--- src/rtl/quad_decoder.sv ---
// Quadrature A/B decoder: synchronizes and filters two encoder phases, then emits
// direction, one-cycle step/wrap pulses, a modulo-N position and a sticky illegal-move flag.
module quad_decoder #(
  parameter int unsigned N    = 16,
  parameter int unsigned W    = 4,
  parameter int unsigned FILT = 2
) (
  input  logic         clk,
  input  logic         rst,
  input  logic         a_in,
  input  logic         b_in,
  output logic [W-1:0] count,
  output logic         dir,
  output logic         step,
  output logic         wrap,
  output logic         err
);

  localparam int unsigned FcW = (FILT > 1) ? $clog2(FILT) : 1;
  localparam logic [W-1:0] CntMax = W'(N - 1);
  localparam logic [FcW-1:0] FcMax = FcW'(FILT - 1);

  logic [1:0]     s1_q, s2_q, ph_q, vld_q;
  logic [FcW-1:0] fc_q;
  logic           armed_q;
  logic [1:0]     delta;

  // Map {A,B} onto a 2-bit ring position so a legal move is +1 or -1 mod 4.
  function automatic logic [1:0] ring_pos(input logic [1:0] ab);
    return {ab[1], ab[1] ^ ab[0]};
  endfunction

  always_comb begin
    delta = ring_pos(s2_q) - ring_pos(ph_q);
  end

  always_ff @(posedge clk) begin
    if (!rst) begin
      s1_q    <= 2'b00;
      s2_q    <= 2'b00;
      vld_q   <= 2'b00;
      ph_q    <= 2'b00;
      fc_q    <= '0;
      armed_q <= 1'b0;
      count   <= '0;
      dir     <= 1'b1;
      step    <= 1'b0;
      wrap    <= 1'b0;
      err     <= 1'b0;
    end else begin
      s1_q  <= {a_in, b_in};
      s2_q  <= s1_q;
      vld_q <= {vld_q[0], 1'b1};
      step  <= 1'b0;
      wrap  <= 1'b0;
      if (!armed_q) begin
        // Arm only once s2 holds a post-reset input sample, not the cleared sync value.
        fc_q <= '0;
        if (vld_q[1]) begin
          ph_q    <= s2_q;
          armed_q <= 1'b1;
        end
      end else if (s2_q == ph_q) begin
        fc_q <= '0;
      end else if (fc_q == FcMax) begin
        fc_q <= '0;
        ph_q <= s2_q;
        case (delta)
          2'd1: begin
            step <= 1'b1;
            dir  <= 1'b1;
            if (count == CntMax) begin
              count <= '0;
              wrap  <= 1'b1;
            end else begin
              count <= count + W'(1);
            end
          end
          2'd3: begin
            step <= 1'b1;
            dir  <= 1'b0;
            if (count == '0) begin
              count <= CntMax;
              wrap  <= 1'b1;
            end else begin
              count <= count - W'(1);
            end
          end
          default: err <= 1'b1;
        endcase
      end else begin
        fc_q <= fc_q + FcW'(1);
      end
    end
  end

endmodule

--- config.mk ---
export PLATFORM = sky130hd
export DESIGN_NAME = quad_decoder
export DESIGN_NICKNAME = d
export VERILOG_FILES = /design/src/rtl/quad_decoder.sv
export SDC_FILE = /design/constraint.sdc
export NUM_CORES = 1
export LEC_CHECK = 0
export BUFFER_PORTS_ARGS = -buffer_cell sky130_fd_sc_hd__buf_2
export CELL_PAD_IN_SITES_DETAIL_PLACEMENT = 1
export CELL_PAD_IN_SITES_GLOBAL_PLACEMENT = 1
export CORE_AREA = 2 2 54 56
export DETAILED_ROUTE_END_ITERATION = 6
export DIE_AREA = 0 0 56 58
export PLACE_DENSITY_LB_ADDON = 0.1
export SLEW_MARGIN = 20
export SYNTH_ARGS = -nofsm -noshare
export SYNTH_HDL_FRONTEND = slang
export SYNTH_SLANG_ARGS = --single-unit
--- constraint.sdc ---
create_clock -name clk -period 2.4 [get_ports clk]
set_input_delay 0.12 -clock clk [delete_from_list [all_inputs] [get_ports clk]]
set_output_delay 0.12 -clock clk [all_outputs]
set_load 0.05 [all_outputs]
# Word-level counts from Yosys, hierarchy flattened
# Index checks and enable logic that the tools add are counted.
classes:
  addsub: 4
  multipliers: 0
  n_div: 0
  order_cmp: 0
  eq_ne: 6
  shift: 0
  n_mux: 15
  n_bitwise: 7
  reduce_logical: 9
op_table:
  columns: ["operator", "count"]
  rows:
  - ["two-way mux 2 bit", 4]
  - ["two-way mux 4 bit", 2]
  - ["case mux 4 bit (2 select lines)", 1]
  - ["AND reduction 4 bit", 2]
  - ["OR reduction 4 bit", 2]
  - ["two-way mux 1 bit", 6]
  - ["inverter 1 bit", 5]
  - ["adder 4 x 1 -> 4 bit (second input constant)", 1]
  - ["equality test 4 bit (second input constant)", 1]
  - ["zero test 4 bit", 1]
  - ["inequality test 2 bit (second input constant)", 2]
  - ["case mux 1 bit (2 select lines)", 2]
  - ["nonzero test 2 bit", 2]
  - ["subtractor 4 x 1 -> 4 bit (second input constant)", 1]
  - ["AND reduction 3 bit", 1]
  - ["equality test 2 x 1 -> 1 bit (second input constant)", 1]
  - ["equality test 2 bit", 1]
  - ["equality test 2 bit (second input constant)", 1]
  - ["OR reduction 2 bit", 1]
  - ["subtractor 2 bit", 1]
  - ["XOR 1 bit", 2]
  - ["adder 1 bit (second input constant)", 1]
word_totals:
  ff_bits: 18
  latch_bits: 0
  ram_bits: 0
  rom_bits: 0
  in_bits: 4
  out_inout_bits: 8
  elab_cells: 53
  memories: 0

# Longest topological paths before layout
# Gate-level depths: netlist (run 1).
logic_depth:
  ltp_word: 6
  mapped_depth: 6
  mapped_depth_nobuf: 6

# Worst setup path before layout (run 1)
# OpenSTA, ideal clock, no wires.
synth_timing:
  kind: "register -> register"
  start: "reg s2_q[1]"
  end: "reg count[0]"
  setup_ns: 0.091
  t_arrival_ns: 1.744
  t_required_ns: 2.309
  slack_ns: 0.565
  path_stages_with_launch: 6
  n_path_buf: 0
  synth_period_minus_slack_ns: 1.835
  cell_sequence: "dfxtp_1 xnor2_1 ha_1 xnor3_2 or4b_4 a311oi_1"
synth_between:
  elab_chain_len: 5
  word_cells_on_any_way: 9
  classes_between: "add/sub (1); eq/ne (3); mux (1); bitwise (2); reduce/logical (2)"
synth_lines:
  columns: ["item", "line_no", "rtl"]
  rows:
  - ["start, declared", "23", "logic [1:0] s1_q, s2_q, ph_q, vld_q;"]
  - ["start signal, assigned", "52", "s2_q <= s1_q;"]
  - ["XOR 1 bit", "30", "return {ab[1], ab[1] ^ ab[0]};"]
  - ["subtractor 2 bit", "34", "delta = ring_pos(s2_q) - ring_pos(ph_q);"]
  - ["equality test 2 bit or equality test 2 x 1 -> 1 bit (tied branches)", "68", "case (delta)"]
  - ["nonzero test 2 bit (no line)", null, null]
  - ["AND reduction 4 bit (no line)", null, null]
  - ["end signal, assigned", "76", "count <= count + W'(1);"]
  - ["end signal, assigned", "83", "count <= CntMax;"]
  - ["end signal, assigned", "86", "count <= count - W'(1);"]
  - ["end, declared", "12", "output logic [W-1:0] count,"]
# Parallel ways exist; a longest one is shown, timed or not.
# A chain may end at the register's enable or synchronous reset.

# Worst setup path in the final report (run 1)
layout_timing:
  start: "reg ph_q[1]"
  end: "reg count[0]"
layout_between:
  elab_chain_len: 5
  word_cells_on_any_way: 9
  classes_between: "add/sub (1); eq/ne (3); mux (1); bitwise (2); reduce/logical (2)"
layout_lines:
  columns: ["item", "line_no", "rtl"]
  rows:
  - ["start, declared", "23", null]
  - ["start signal, assigned", "60", "ph_q <= s2_q;"]
  - ["start signal, assigned", "67", "ph_q <= s2_q;"]
  - ["XOR 1 bit", "30", null]
  - ["subtractor 2 bit", "34", null]
  - ["equality test 2 bit or equality test 2 x 1 -> 1 bit (tied branches)", "68", null]
  - ["nonzero test 2 bit (no line)", null, null]
  - ["AND reduction 4 bit (no line)", null, null]
# Parallel ways exist; a longest one is shown, timed or not.

==> impl_results.md, run 1 <==
- Outcome: complete, no violations
- Initial antenna violation count: 0
- IO Port Bufs: 11
- Yosys top cell area share: a little under half
- Root Buffer: clkbuf_4
- Final Routed Wirelength: 1440 um
- Min-delay worst type: in -> reg
- Top-count cell post-synth: dfxtp_1
- Complex-gate fraction of the synthesized area: between 10% and 20%
- Vias per cell: 4.80
- Tot GR Track Use: slightly above 10%
- Top FF cell, synth: dfxtp_1
- Post-placement cell count: 120
- Routed len/inst: 11.6 um
- Cell variety after synth: 26
- Initial Utilization: 29.1%
- Number of global-route vias before repair: 583
- Dominant cell type by area after synthesis: dfxtp_1
- Crit path time final: 2000 ps
- Worst EP arrival: 2200 ps
- N_diodes: 0
- WS Path Type: reg -> reg
- Remaining Overflow, GRT: 0
- Num ports: 12
- Final-report hold violation count: 0
- Synth cell count leaders: dfxtp_1 (18), nand2_1 (7), and2_1 (6)
- Synth Area in Adders: 4.85%
- Core area: approximately 2700 sq um
- Final setup viols: 0
- Die Width: 56 um
- Clock latency on the worst-skew pair: 290 ps
- Mux contribution to synthesized area: 6.62%
- Largest cells by area after synthesis: dfxtp_1 (47%), mux2i_1 (5.2%), and2_1 (4.8%)
- Mapped Area: 774 sq um
- CTS tree: built
- Area growth syn-to-layout: 17.3%
- Pre-antenna DRT Iters: 2
- DR vias: 595
- CP required: 2600 ps
- Post-route ant nets: 0
- Nets: 101
- Slew at the pin with the worst max-slew slack: 319 ps
- Initial detailed-routing violation count: 5
- Average cell area after synthesis: between 9 and 10 sq um
- Slew headroom: between 70% and 80%
- RSZ-0062 raised after global routing: no
- Reg clk slew, reported paths: 110 ps
- P per Cell Area: a little under 600 nW/um^2
- DRC errors left: 0
- Gate count after technology mapping: 78
- Layout cells sized above 1: 21.5%
- Die ar.: ~3200 sq um
- TNS Setup: 0 ps
- Row count: 19
- Place WS: around 440 ps
- Leakage: approximately 0.4 nW
- Max-cap violations: 0
- Synth warn: 0
- Fin cells: roughly 120
- Worst setup SP type: flop
- Clock Sinks: 18
- Worst setup margin: ~400 ps
- Critical path endpoint category: flop
- Largest family of logic cells by synthesized area: simple AND/OR/NAND/NOR gates
- VDD IR max: 0.000241 V
- Clk buf depth: 2
- Clock skew: 2.56 ps
- Post-Synth XOR/XNOR Area: ~8.7%
- FFs w/ async S/R, synth: 0%
- Register area share after synthesis: 46.5%
- Number of CTS-inserted buffers: 3
- EDFF count, synth: 0
- #FFs+latches synth: 18
- Largest net degree at the start of global routing: 18
- Crit share post-route: 83.4%
- Die height: 58 um
- First-pass GRT wire length: 2560 um
- Cts hold-fix bufs: 0
- Mapped Nets: between 80 and 90
- Post-CTS Resized: 0
- Htree depth: 1
- Fin. max-slew vios: 0
- Post-CTS setup buffers: 0
- CP max FO: 7
- Simple-gate share of the synthesized area: 16.8%
- Max Fclk: 500 MHz
- Routability congestion estimate from global placement: around 0.74
-- state kept, by name, summed over array words and instances (netlist names) --
signal and cells:
vld_q 2, dir 1, wrap 1, ph_q 2, s1_q 2, err 1
fc_q 1, step 1, armed_q 1, count 4, s2_q 2
-- cells in the final DEF, fill, tap and decap left out, drive strengths merged --
cell type  instances
nor2               5
a311oi             1
xnor2              3
xor2               2
a21boi             2
xnor3              1
nand2              7
nor2b              1
o21ai              4
o31ai              1
buf               12
mux2i              4
nand3b             1
ha                 3
or4b               1
mux2               1
nand2b             1
nor3b              1
dfxtp             18
nand4              1
a21oi              4
a21o               2
a31oi              4
and2               6
inv                3
clkbuf             4
-- kinds of logic (layout without fill, tap and decap cells) --
kind of cell / Yosys count / in the layout
muxes: 5 / 5
buffers and inverters: 4 / 19
AOI/OAI and AO/OA: 18 / 18
xor gates and xnor gates: 6 / 6
DFF: 18 / 18
adders and majority gates: 3 / 3
and+or+nand+nor: 24 / 24
-- final timing paths --
check             cells after the start  slack, ps       end    start
hold / removal                        2         30   s1_q[1]     a_in
setup reg to reg                      5        400  count[0]  ph_q[1]
setup / recovery                      5        400  count[0]  ph_q[1]
hold reg to reg                       1        450   s2_q[0]  s1_q[0]
-- metal layers --
metal  vias to the layer above  track usage [%]  routed length, um
li1                        305                -                  -
met1                       281             12.8                712
met2                         7             16.6                670
met3                         2             2.68                 46
met4                         0             5.10                 13
met5                         -                0                  0
-- report_power, final --
group	internal, mW	total (mW)	switching, mW
Clock	0.0923	0.188	0.0956
Combinational	0.0184	0.0354	0.0170
Sequential	0.306	0.311	0.00489
-- per-stage QoR --
step | instance area (sq um) | total power [mW] | utilization [%] | hold WS [ps]
final | 908 | 0.534 | 34.1 | 28.1
after global placement | 872 | 0.353 | 32.8 | 326
after CTS | 908 | 0.544 | 34.1 | 20.0
after detailed placement | 872 | 0.354 | 32.8 | 336
after floorplan | 774 | 0.343 | - | 148
after global routing | 908 | 0.565 | 34.1 | 13.8
-- final cells by class --
| type | count | area (sq um) |
|---|---|---|
| Fill cell | 319 | 1750 |
| Multi-Input combinational cell | 56 | 399 |
| Sequential cell | 18 | 360 |
| Timing Repair Buffer | 12 | 62.6 |
| Tap cell | 31 | 38.8 |
| Clock buffer | 4 | 36.3 |
| Inverter | 3 | 11.3 |
-- worst max-delay path: stages, from the launching register on --
cell      delay [ps]
dfxtp_1          410
xor2_1           190
ha_1             180
xnor3_2          320
or4b_4           540
a311oi_1         280
No activity file was read; power rests on OpenSTA's default activity.
==> run 2, diff against run 1 <==
clock period = 1.8 ns   (was 2.4 ns; I/O delays follow)
==> run 2 against run 1 <==
Compared with the run above:
- sequential share of layout area fell by 3.5 points
- routed wire length rose by 17%
- via count rose by 6.7%
- register-to-register slack got worse by 380 ps
- hold slack improved by 47 ps
- global-route usage rose by 0.74 points
- design area rose by 11%
- combinational power rose by 88%
- largest power group unchanged
==> impl_results.md, run 2 (same netlist as run 1, synthesis figures left out) <==
- Post-placement cell count: 125 (was 120)
- Clock latency on the worst-skew pair: 290 ps (about the same)
- Root Buffer: clkbuf_4 (unchanged)
- Clock skew: 5.09 ps (was 2.56 ps)
- CP max FO: 2 (was 7)
- FF+latch area: 365 sq um (was 360 sq um)
- Critical path endpoint category: flop (unchanged)
- Post-route ant nets: 0 (unchanged)
- Number of CTS-inserted buffers: 3 (unchanged)
- Number of global-route vias before repair: 614 (was 583)
- VDD IR max: 0.000355 V (was 0.000241 V)
- Number of flip-flops in the largest register: 4 (unchanged)
- Core area: 2660 sq um (unchanged)
- Crit share post-route: 98.9% (was 83.4%)
- Worst EP arrival: 1990 ps (was 2200 ps)
- DRC errors left: 0 (unchanged)
- Slew headroom: 74.7% (was 78.6%)
- Initial antenna violation count: 0 (unchanged)
- First-pass GRT wire length: 2820 um (was 2560 um)
- Max Fclk: 562 MHz (was 500 MHz)
- Remaining Overflow, GRT: 0 (unchanged)
- Place WS: -34.4 ps (was 443 ps)
- Die Width: 56 um (unchanged)
- Final hold slack: 75.4 ps (was 28.1 ps)
- Min-delay worst type: in -> reg (unchanged)
- Reg clk slew, reported paths: 110 ps (about the same)
- CP required: 2010 ps (was 2600 ps)
- Fin cells: 134 (was 124)
- Final Routed Wirelength: 1690 um (was 1440 um)
- Largest net degree at the start of global routing: 18 (unchanged)
- Clk buf depth: 2 (unchanged)
- Worst setup SP type: flop (unchanged)
- Nets: 111 (was 101)
- Slew at the pin with the worst max-slew slack: 376 ps (was 319 ps)
- Area growth syn-to-layout: 30.4% (was 17.3%)
- Tot GR Track Use: 11.0% (was 10.3%)
- Initial detailed-routing violation count: 6 (was 5)
- Die height: 58 um (unchanged)
- Num ports: 12 (unchanged)
- IO Port Bufs: 11 (unchanged)
- Register name with the most flops: count (unchanged)
- WS Path Type: reg -> reg (unchanged)
- Utilization after layout: 37.9% (was 34.1%)
- Die ar.: 3250 sq um (unchanged)
- P per Cell Area: 723 nW/um^2 (was 588 nW/um^2)
- Area of the multi-input gates: 415 sq um (was 399 sq um)
- Initial Utilization: 29.1% (unchanged)
- Clock Sinks: 18 (unchanged)
- Max-cap violations: 0 (unchanged)
- DR vias: 635 (was 595)
- Pre-antenna DRT Iters: 4 (was 2)
- Final-report hold violation count: 0 (unchanged)
- DP Wirelength: 1190 um
- Crit path time final: 1780 ps (was 2000 ps)
- Htree depth: 1 (unchanged)
- CTS tree: built (unchanged)
- Fill count: 320 (was 319)
- Final setup viols: 0 (unchanged)
- Routability congestion estimate from global placement: 0.753 (was 0.737)
- Outcome: complete, no violations (unchanged)
- Vias per cell: 4.74 (was 4.80)
- Routed len/inst: 12.6 um (was 11.6 um)
- Leakage: 0.452 nW (was 0.399 nW)
- Worst setup margin: 20.0 ps (was 399 ps)
- RSZ-0062 raised after global routing: yes (was no)
- N_diodes: 0 (unchanged)
- Layout cells sized above 1: 34.0% (was 21.5%)
- Fin. max-slew vios: 0 (unchanged)
- Commonest non-fill, non-tap cell in the layout: dfxtp_1 (unchanged)
- Row count: 19 (unchanged)
- Most frequent cells in the layout: dfxtp_1 (14), buf_2 (11), buf_4 (9), nand2_1 (7), and2_1 (6) (was dfxtp_1 (18), buf_2 (11), nand2_1 (7), and2_1 (6), nor2_1 (5))
## run 2: cell count changes in the layout (fill, tap and decap cells not counted), sizes merged
cell	before	now
buf	12	20
dlygate4sd3	0	2
## run 2: where the power goes
part,switching [mW],internal (mW),leakage (nW)
Sequential,0.00549,0.408,0.149
Clock,0.127,0.123,0.0210
Combinational,0.0292,0.0374,0.283
Total,0.162,0.568,0.452
## run 2: path summary, 6_finish.rpt
kind                 from  cells after the start  slack (ps)  endpoint
setup / recovery  ph_q[0]                      5          20  count[0]
hold / removal        rst                      1          80  vld_q[0]
setup reg to reg  ph_q[0]                      5          20  count[0]
hold reg to reg   s1_q[1]                      1         440   s2_q[1]
## run 2: area by class of cell
type | count | area share, %
Tap cell | 31 | 3.84
Multi-Input combinational cell | 56 | 41.1
Sequential cell | 18 | 36.2
Inverter | 3 | 1.12
Timing Repair Buffer | 22 | 14.1
Clock buffer | 4 | 3.59
## run 2: routing by layer
layer | up-vias | share of wire (%) | GRT usage, %
met2 | 9 | 47 | 18.7
met4 | 0 | 1.8 | 2.38
met1 | 300 | 48 | 14.3
met3 | 4 | 3.0 | 2.90
li1 | 322 | - | -
met5 | - | 0 | 0
## run 2: what timing repair did
action	CTS	global route
setup buffers	2	1
pin swaps	1	0
hold endpoints to repair	2	0
hold buffers	2	0
setup endpoints to repair	1	3
resized for setup	3	2
## run 2: worst max-delay path, cell delays in order (launching register included)
cell,delay [ps]
dfxtp_2,360
xor2_1,160
ha_2,200
xnor3_2,250
or4b_4,530
a311oi_2,200
## run 2: per-stage QoR
stage	setup TNS, ps	total power, mW	area (sq um)
floorplan	0	0.458	778
global placement	0	0.480	913
detailed placement	-34.4	0.483	913
CTS	0	0.742	996
global route	-63.0	0.768	1010
finish	0	0.731	1010
